### src/rtl/ttt_move_ctrl_if.sv
// Button/game-control bundle between the board front panel and ttt_move_ctrl.
// master drives buttons and game controls; slave is the move controller.
interface ttt_move_ctrl_if;
    logic       btn_left;
    logic       btn_right;
    logic       btn_up;
    logic       btn_down;
    logic       btn_place;
    logic       new_game;
    logic       game_over;
    logic [3:0] cell_select;
    logic       place;
    logic       reject;
    logic [8:0] occupied;
    logic [3:0] moves_made;

    modport master (
        output btn_left, btn_right, btn_up, btn_down, btn_place, new_game, game_over,
        input  cell_select, place, reject, occupied, moves_made
    );
    modport slave (
        input  btn_left, btn_right, btn_up, btn_down, btn_place, new_game, game_over,
        output cell_select, place, reject, occupied, moves_made
    );
endinterface

### src/rtl/ttt_move_ctrl.sv
// Tic-tac-toe input stage: debounced buttons -> 3x3 cursor, place strobe, shadow occupancy.
// Optional macro TTT_AUTO_ADVANCE_EN: after a placement, jump the cursor to the next free cell.
module ttt_btn_db #(
    parameter int DB_CYCLES = 4,
    parameter int CW        = $clog2(DB_CYCLES + 1)
) (
    input  logic clk,
    input  logic reset,
    input  logic i_btn,
    output logic o_level,
    output logic o_rise
);
    logic [1:0]    r_sync;
    logic [CW-1:0] r_cnt;
    logic          r_level;
    logic          r_level_d;

    // Level flips on the sample that would bring the mismatch count to DB_CYCLES.
    always_ff @(posedge clk or negedge reset) begin
        if (!reset) begin
            r_sync    <= '0;
            r_cnt     <= '0;
            r_level   <= 1'b0;
            r_level_d <= 1'b0;
        end else begin
            r_sync    <= {r_sync[0], i_btn};
            r_level_d <= r_level;
            if (r_sync[1] == r_level) begin
                r_cnt <= '0;
            end else if (r_cnt == CW'(DB_CYCLES - 1)) begin
                r_level <= r_sync[1];
                r_cnt   <= '0;
            end else begin
                r_cnt <= r_cnt + 1'b1;
            end
        end
    end

    assign o_level = r_level;
    assign o_rise  = r_level & ~r_level_d;
endmodule

module ttt_move_ctrl #(
    parameter int DB_CYCLES = 4
) (
    input  logic             clk,
    input  logic             reset,
    ttt_move_ctrl_if.slave   bus
);
    localparam int CW = $clog2(DB_CYCLES + 1);

    typedef enum logic [1:0] {S_IDLE, S_ISSUE, S_REJ, S_HOLD} state_t;

    state_t     r_state, w_state_nxt;
    logic [4:0] w_btn, w_lvl, w_rise;
    logic [3:0] w_unused_lvl;
    logic [3:0] r_cell, w_cell_move;
    logic [1:0] w_row, w_col;
    logic [8:0] r_occ;
    logic [3:0] r_moves;

    // Bit order: 0 left, 1 right, 2 up, 3 down, 4 place.
    assign w_btn = {bus.btn_place, bus.btn_down, bus.btn_up, bus.btn_right, bus.btn_left};

    ttt_btn_db #(.DB_CYCLES(DB_CYCLES), .CW(CW)) u_db [4:0] (
        .clk     (clk),
        .reset   (reset),
        .i_btn   (w_btn),
        .o_level (w_lvl),
        .o_rise  (w_rise)
    );
    assign w_unused_lvl = w_lvl[3:0];

    function automatic logic [1:0] row_of(input logic [3:0] c);
        if (c >= 4'd6) return 2'd2;
        if (c >= 4'd3) return 2'd1;
        return 2'd0;
    endfunction

    function automatic logic [1:0] col_of(input logic [3:0] c);
        logic [3:0] t;
        t = c - 4'd3 * {2'b00, row_of(c)};
        return t[1:0];
    endfunction

    assign w_row = row_of(r_cell);
    assign w_col = col_of(r_cell);

    always_comb begin
        w_cell_move = r_cell;
        if (w_rise[0])      w_cell_move = (w_col == 2'd0) ? r_cell + 4'd2 : r_cell - 4'd1;
        else if (w_rise[1]) w_cell_move = (w_col == 2'd2) ? r_cell - 4'd2 : r_cell + 4'd1;
        else if (w_rise[2]) w_cell_move = (w_row == 2'd0) ? r_cell + 4'd6 : r_cell - 4'd3;
        else if (w_rise[3]) w_cell_move = (w_row == 2'd2) ? r_cell - 4'd6 : r_cell + 4'd3;
    end

`ifdef TTT_AUTO_ADVANCE_EN
    logic [3:0] w_cell_adv;

    // Walk downward so the closest free cell after c (mod 9) is the last one written.
    function automatic logic [3:0] next_free(input logic [3:0] c, input logic [8:0] occ);
        logic [3:0] res;
        logic [4:0] s;
        logic [3:0] idx;
        res = c;
        for (int i = 8; i >= 1; i--) begin
            s   = {1'b0, c} + 5'(i);
            idx = (s >= 5'd9) ? 4'(s - 5'd9) : s[3:0];
            if (!occ[idx]) res = idx;
        end
        return res;
    endfunction

    assign w_cell_adv = next_free(r_cell, r_occ | (9'd1 << r_cell));
`endif

    always_comb begin
        w_state_nxt = r_state;
        case (r_state)
            S_IDLE:  if (w_rise[4]) w_state_nxt = (bus.game_over || r_occ[r_cell]) ? S_REJ : S_ISSUE;
            S_ISSUE: w_state_nxt = S_HOLD;
            S_REJ:   w_state_nxt = S_HOLD;
            S_HOLD:  if (!w_lvl[4]) w_state_nxt = S_IDLE;
            default: w_state_nxt = S_IDLE;
        endcase
        if (bus.new_game) w_state_nxt = S_IDLE;
    end

    always_ff @(posedge clk or negedge reset) begin
        if (!reset) r_state <= S_IDLE;
        else        r_state <= w_state_nxt;
    end

    always_ff @(posedge clk or negedge reset) begin
        if (!reset) begin
            r_cell  <= '0;
            r_occ   <= '0;
            r_moves <= '0;
        end else if (bus.new_game) begin
            r_cell  <= '0;
            r_occ   <= '0;
            r_moves <= '0;
        end else begin
            // A place event in the same cycle swallows any cursor move.
            if (r_state == S_IDLE && !w_rise[4]) r_cell <= w_cell_move;
            if (r_state == S_ISSUE) begin
                r_occ[r_cell] <= 1'b1;
                if (r_moves != 4'd9) r_moves <= r_moves + 4'd1;
`ifdef TTT_AUTO_ADVANCE_EN
                r_cell <= w_cell_adv;
`endif
            end
        end
    end

    // Strobes are state decodes so reset or new_game kills them in the same cycle.
    assign bus.place       = (r_state == S_ISSUE) && !bus.new_game;
    assign bus.reject      = (r_state == S_REJ) && !bus.new_game;
    assign bus.cell_select = r_cell;
    assign bus.occupied    = r_occ;
    assign bus.moves_made  = r_moves;
endmodule

### src/flat_wrapper.sv
// flat-port wrapper written by rule: the top's interface ports become plain ports
module ttt_move_ctrl_flat 
#(
    parameter int DB_CYCLES = 4
)
  (clk, reset, bus_btn_left, bus_btn_right, bus_btn_up, bus_btn_down, bus_btn_place, bus_new_game, bus_game_over, bus_cell_select, bus_place, bus_reject, bus_occupied, bus_moves_made);
  ttt_move_ctrl_if bus_i ();
  input  logic clk;
  input  logic reset;
  input wire logic [$bits(bus_i.btn_left)-1:0] bus_btn_left;
  input wire logic [$bits(bus_i.btn_right)-1:0] bus_btn_right;
  input wire logic [$bits(bus_i.btn_up)-1:0] bus_btn_up;
  input wire logic [$bits(bus_i.btn_down)-1:0] bus_btn_down;
  input wire logic [$bits(bus_i.btn_place)-1:0] bus_btn_place;
  input wire logic [$bits(bus_i.new_game)-1:0] bus_new_game;
  input wire logic [$bits(bus_i.game_over)-1:0] bus_game_over;
  output wire logic [$bits(bus_i.cell_select)-1:0] bus_cell_select;
  output wire logic [$bits(bus_i.place)-1:0] bus_place;
  output wire logic [$bits(bus_i.reject)-1:0] bus_reject;
  output wire logic [$bits(bus_i.occupied)-1:0] bus_occupied;
  output wire logic [$bits(bus_i.moves_made)-1:0] bus_moves_made;
  assign bus_i.btn_left = bus_btn_left;
  assign bus_i.btn_right = bus_btn_right;
  assign bus_i.btn_up = bus_btn_up;
  assign bus_i.btn_down = bus_btn_down;
  assign bus_i.btn_place = bus_btn_place;
  assign bus_i.new_game = bus_new_game;
  assign bus_i.game_over = bus_game_over;
  assign bus_cell_select = bus_i.cell_select;
  assign bus_place = bus_i.place;
  assign bus_reject = bus_i.reject;
  assign bus_occupied = bus_i.occupied;
  assign bus_moves_made = bus_i.moves_made;
  ttt_move_ctrl #(.DB_CYCLES(DB_CYCLES)) u_core (.clk(clk), .reset(reset), .bus(bus_i));
endmodule
### config.mk
export PLATFORM = sky130hd
export DESIGN_NAME = ttt_move_ctrl_flat
export DESIGN_NICKNAME = d
export VERILOG_FILES = /design/src/rtl/ttt_move_ctrl_if.sv /design/src/rtl/ttt_move_ctrl.sv /design/src/flat_wrapper.sv
export SDC_FILE = /design/constraint.sdc
export NUM_CORES = 1
export LEC_CHECK = 0
export ABC_CLOCK_PERIOD_IN_PS = 3600
export BUFFER_PORTS_ARGS = -buffer_cell sky130_fd_sc_hd__buf_2
export CORE_UTILIZATION = 53
export DETAILED_ROUTE_END_ITERATION = 7
export GPL_ROUTABILITY_DRIVEN = 0
export PLACE_DENSITY = 0.75
export SLEW_MARGIN = 20
export SYNTH_ARGS = -nofsm -noshare
export SYNTH_HDL_FRONTEND = slang
export SYNTH_SLANG_ARGS = --single-unit
### constraint.sdc
create_clock -name clk -period 3.6 [get_ports clk]
set_clock_uncertainty 0.2 [all_clocks]
set_input_delay 0.18 -clock clk [delete_from_list [all_inputs] [get_ports clk]]
set_output_delay 0.18 -clock clk [all_outputs]
set_load 0.01 [all_outputs]
==> results.cfg <==
[detailed_routing]
drt-pass1-iter-count = 4
vias = 2126
drt-initial-drc-count = 135
wl_per_cell_um = 14.4
drt_wl_total_um = 5490
drc = 0
antenna_left = 0
viasPerCell = 5.57

[worst_setup_path]
cp_top_family = compound AO/OA/AOI/OAI gates
worst-path-buf-inv = 0
worst_setup_path_end_kind = flop
cp_data_required_time_ns = 3.63
r2r_cells = 11
critical_path_arrival_ns = 3.45
worstSetupStartpointType = flop
path_cells = ha_1 -> nor2b_4 -> nor4_1 -> ha_1 -> ha_1 -> or3_4 -> a2111o_1 -> a21oi_1 -> mux2i_1 -> o21ai_1 -> o21ai_1
crit_path_max_fanout = 5
worst-path-stages = 11
cp_slowest_cell = a2111o_1
crit_top_cell = ha_1
critical_path_class = flop to flop
max_stage_delay_ns = 0.50

[cells_and_area]
diodes = 0
final_area_um2 = 3360
final_common_cell = dfrtp_1
num-nets-final = 343
area_growth_pct = 13.2
n_fill_cell = 425
mostFrequentLayoutCells = dfrtp_1, buf_2, nor2_1
drive_gt1_share_pct = 18.6

[timing]
hold_viol = 0
finalCriticalPeriod_ns = 3.42
finalCritPeriodShare_pct = 94.9
finalMaxSlewViolations = 0
finalSetupViolCount = 0
max_slew_margin_pct = 53.0
rsz0062_at_grt = no
fmax_mhz = 293
worst_pin_slew_ns = 0.699
final.setup.tns_ns = 0

[clock_tree]
cts_hold_buf = 6
cts_buffers = 5
cts_max_path_buffers = 2
htreeDepth = 2
post_cts_buffers = 0
tritoncts = done
clk_pin_slew_ns = 0.10
root_buffer = clkbuf_8
clock_sinks = 54
cts_resized = 0
insertion_delay_ns = 0.31

[yosys]
syn_area_per_cell_um2 = 10.9
ys_seq_area_share_pct = 45.6
synth_cell_types = 53
synth_top_area_share_pct = 45.6
yosysTopAreaCell = dfrtp_1
syn_inst = 271
syn_area_um2 = 2970
async_reset_ff_share_pct = 100
synth_edf_count = 0
synth-seq-cells = 54
ys.flop_type = dfrtp_1
ys_warn_count = 0
synth_fp_nets = 303
ys_top_cells_by_area = dfrtp_1, ha_1, nor2_1

[flow_run]
cap_viol_max_count = 0

[grt]
grt_pass1_vias = 2046
grt_use_total_pct = 19.8
antenna_found_initial = 0
grt_overflow_total = 0
grt_start_max_net_pins = 33
grt_first_pass_wirelength_um = 9340

[die]
core_um2 = 5240
dieArea_um2 = 5900
rows = 26
initial_utilization_pct = 56.6
pin_count = 28
die_y_um = 76.8
die_x_um = 76.8

[placement]
dpl_cell_area_um2 = 3190
io_buffers = 27
hpwl_um = 3950

[power_and_ir_drop]
ir_drop_uv = 369
p_total_mw = 2.50
powerDensity_nw_per_um2 = 745
cellLeakagePower_nw = 1.58

[worst_hold_path]
min_path_type = input pin to flop
holdPathStages = 2

[run_status]
status = finished clean
-- cell type report --
| type | instances | area, um^2 | share of cell area [%] |
|---|---|---|---|
| Clock buffer | 6 | 72.6 | 2.16 |
| Inverter | 11 | 41.3 | 1.23 |
| Timing Repair Buffer | 44 | 278 | 8.27 |
| Sequential cell | 54 | 1350 | 40.3 |
| Tap cell | 70 | 87.6 | 2.61 |
| Clock inverter | 2 | 37.5 | 1.12 |
| Multi-Input combinational cell | 195 | 1490 | 44.4 |
-- kinds of logic (layout without fill, tap and decap cells) --
family / count (synthesis) / in the layout / share of synthesized area [%]
xor+xnor: 13 / 13 / 3.84
compound gates: 58 / 58 / 15.1
flops: 54 / 54 / 45.6
fa+ha+maj: 23 / 23 / 9.70
buf+inv: 22 / 63 / 4.22
mux: 12 / 12 / 4.73
simple gates: 89 / 89 / 16.8
-- synthesized netlist by cell type, types with 2 or more instances --
master,number
a21oi_1,18
mux2i_1,5
and3_1,3
ha_1,23
a211oi_2,2
dfrtp_1,54
a21o_1,2
nor2b_1,10
nor2_1,25
and2b_1,2
nor4_1,3
nand2b_1,7
o211ai_1,2
buf_6,5
nand3_1,4
o21ai_0,3
o31a_1,2
mux2_2,5
a2111o_1,2
inv_1,11
xnor2_1,9
o22ai_1,2
o21ai_1,4
nand2_1,7
o2bb2ai_1,3
nand3b_1,3
a211oi_1,3
xor2_1,4
nand4_1,2
nor3b_1,10
a221oi_1,2
o221ai_1,2
clkbuf_1,4
nor3_1,9
-- path summary, 6_finish.rpt --
kind	startpoint	to	slack, ns
max	u_core.bus.cell_select[1]$_DFFE_PN0P_	u_core.bus.cell_select[2]$_DFFE_PN0P_	0.18
min	bus_new_game	u_core.bus.occupied[5]$_DFFE_PN0P_	0.09
max reg2reg	u_core.bus.cell_select[1]$_DFFE_PN0P_	u_core.bus.cell_select[2]$_DFFE_PN0P_	0.18
min reg2reg	u_core.u_db[3].r_sync[0]$_DFF_PN0_	u_core.u_db[3].r_sync[1]$_DFF_PN0_	0.15
max in group asynchronous	reset	u_core.u_db[3].r_level_d$_DFF_PN0_	2.25
min in group asynchronous	reset	u_core.u_db[3].r_sync[1]$_DFF_PN0_	0.16
-- registers in the layout, summed over array words and instances (netlist names) --
signal / flops
u_core.u_db.r_cnt: 15
u_core.bus.moves_made: 4
u_core.u_db.o_level: 5
u_core.bus.occupied: 9
u_core.bus.cell_select: 4
u_core.r_state: 2
u_core.u_db.r_level_d: 5
u_core.u_db.r_sync: 10
-- where the power goes --
part / internal (mW) / total (mW) / switching [mW]
Sequential: 0.753 / 0.858 / 0.105
Combinational: 0.551 / 1.24 / 0.694
Clock: 0.208 / 0.399 / 0.191
Total: 1.51 / 2.50 / 0.990
-- per-stage QoR --
step | hold WS [ns] | worst slack (ns) | util, % | instances
2_1_floorplan | -0.316 | 0.0787 | - | 271
3_3_place_gp | -0.0302 | 0.320 | 60.8 | 368
3_5_place_dp | -0.0274 | 0.185 | 60.8 | 368
4_1_cts | 0.0846 | 0.160 | 64.1 | 382
5_1_grt | 0.104 | 0.0127 | 64.1 | 382
6_report | 0.0877 | 0.184 | 64.1 | 382
-- per-layer routing --
| layer | wire length (um) | up-vias | share of wire [%] | global-route usage, % |
|---|---|---|---|---|
| li1 | - | 1050 | - | - |
| met1 | 2560 | 1026 | 47 | 26.5 |
| met2 | 2670 | 45 | 49 | 32.3 |
| met3 | 229 | 5 | 4.2 | 3.93 |
| met4 | 40 | 0 | 0.73 | 5.77 |
| met5 | 0 | - | 0 | 0 |
Note: power is estimated with default switching activity, not from simulation.
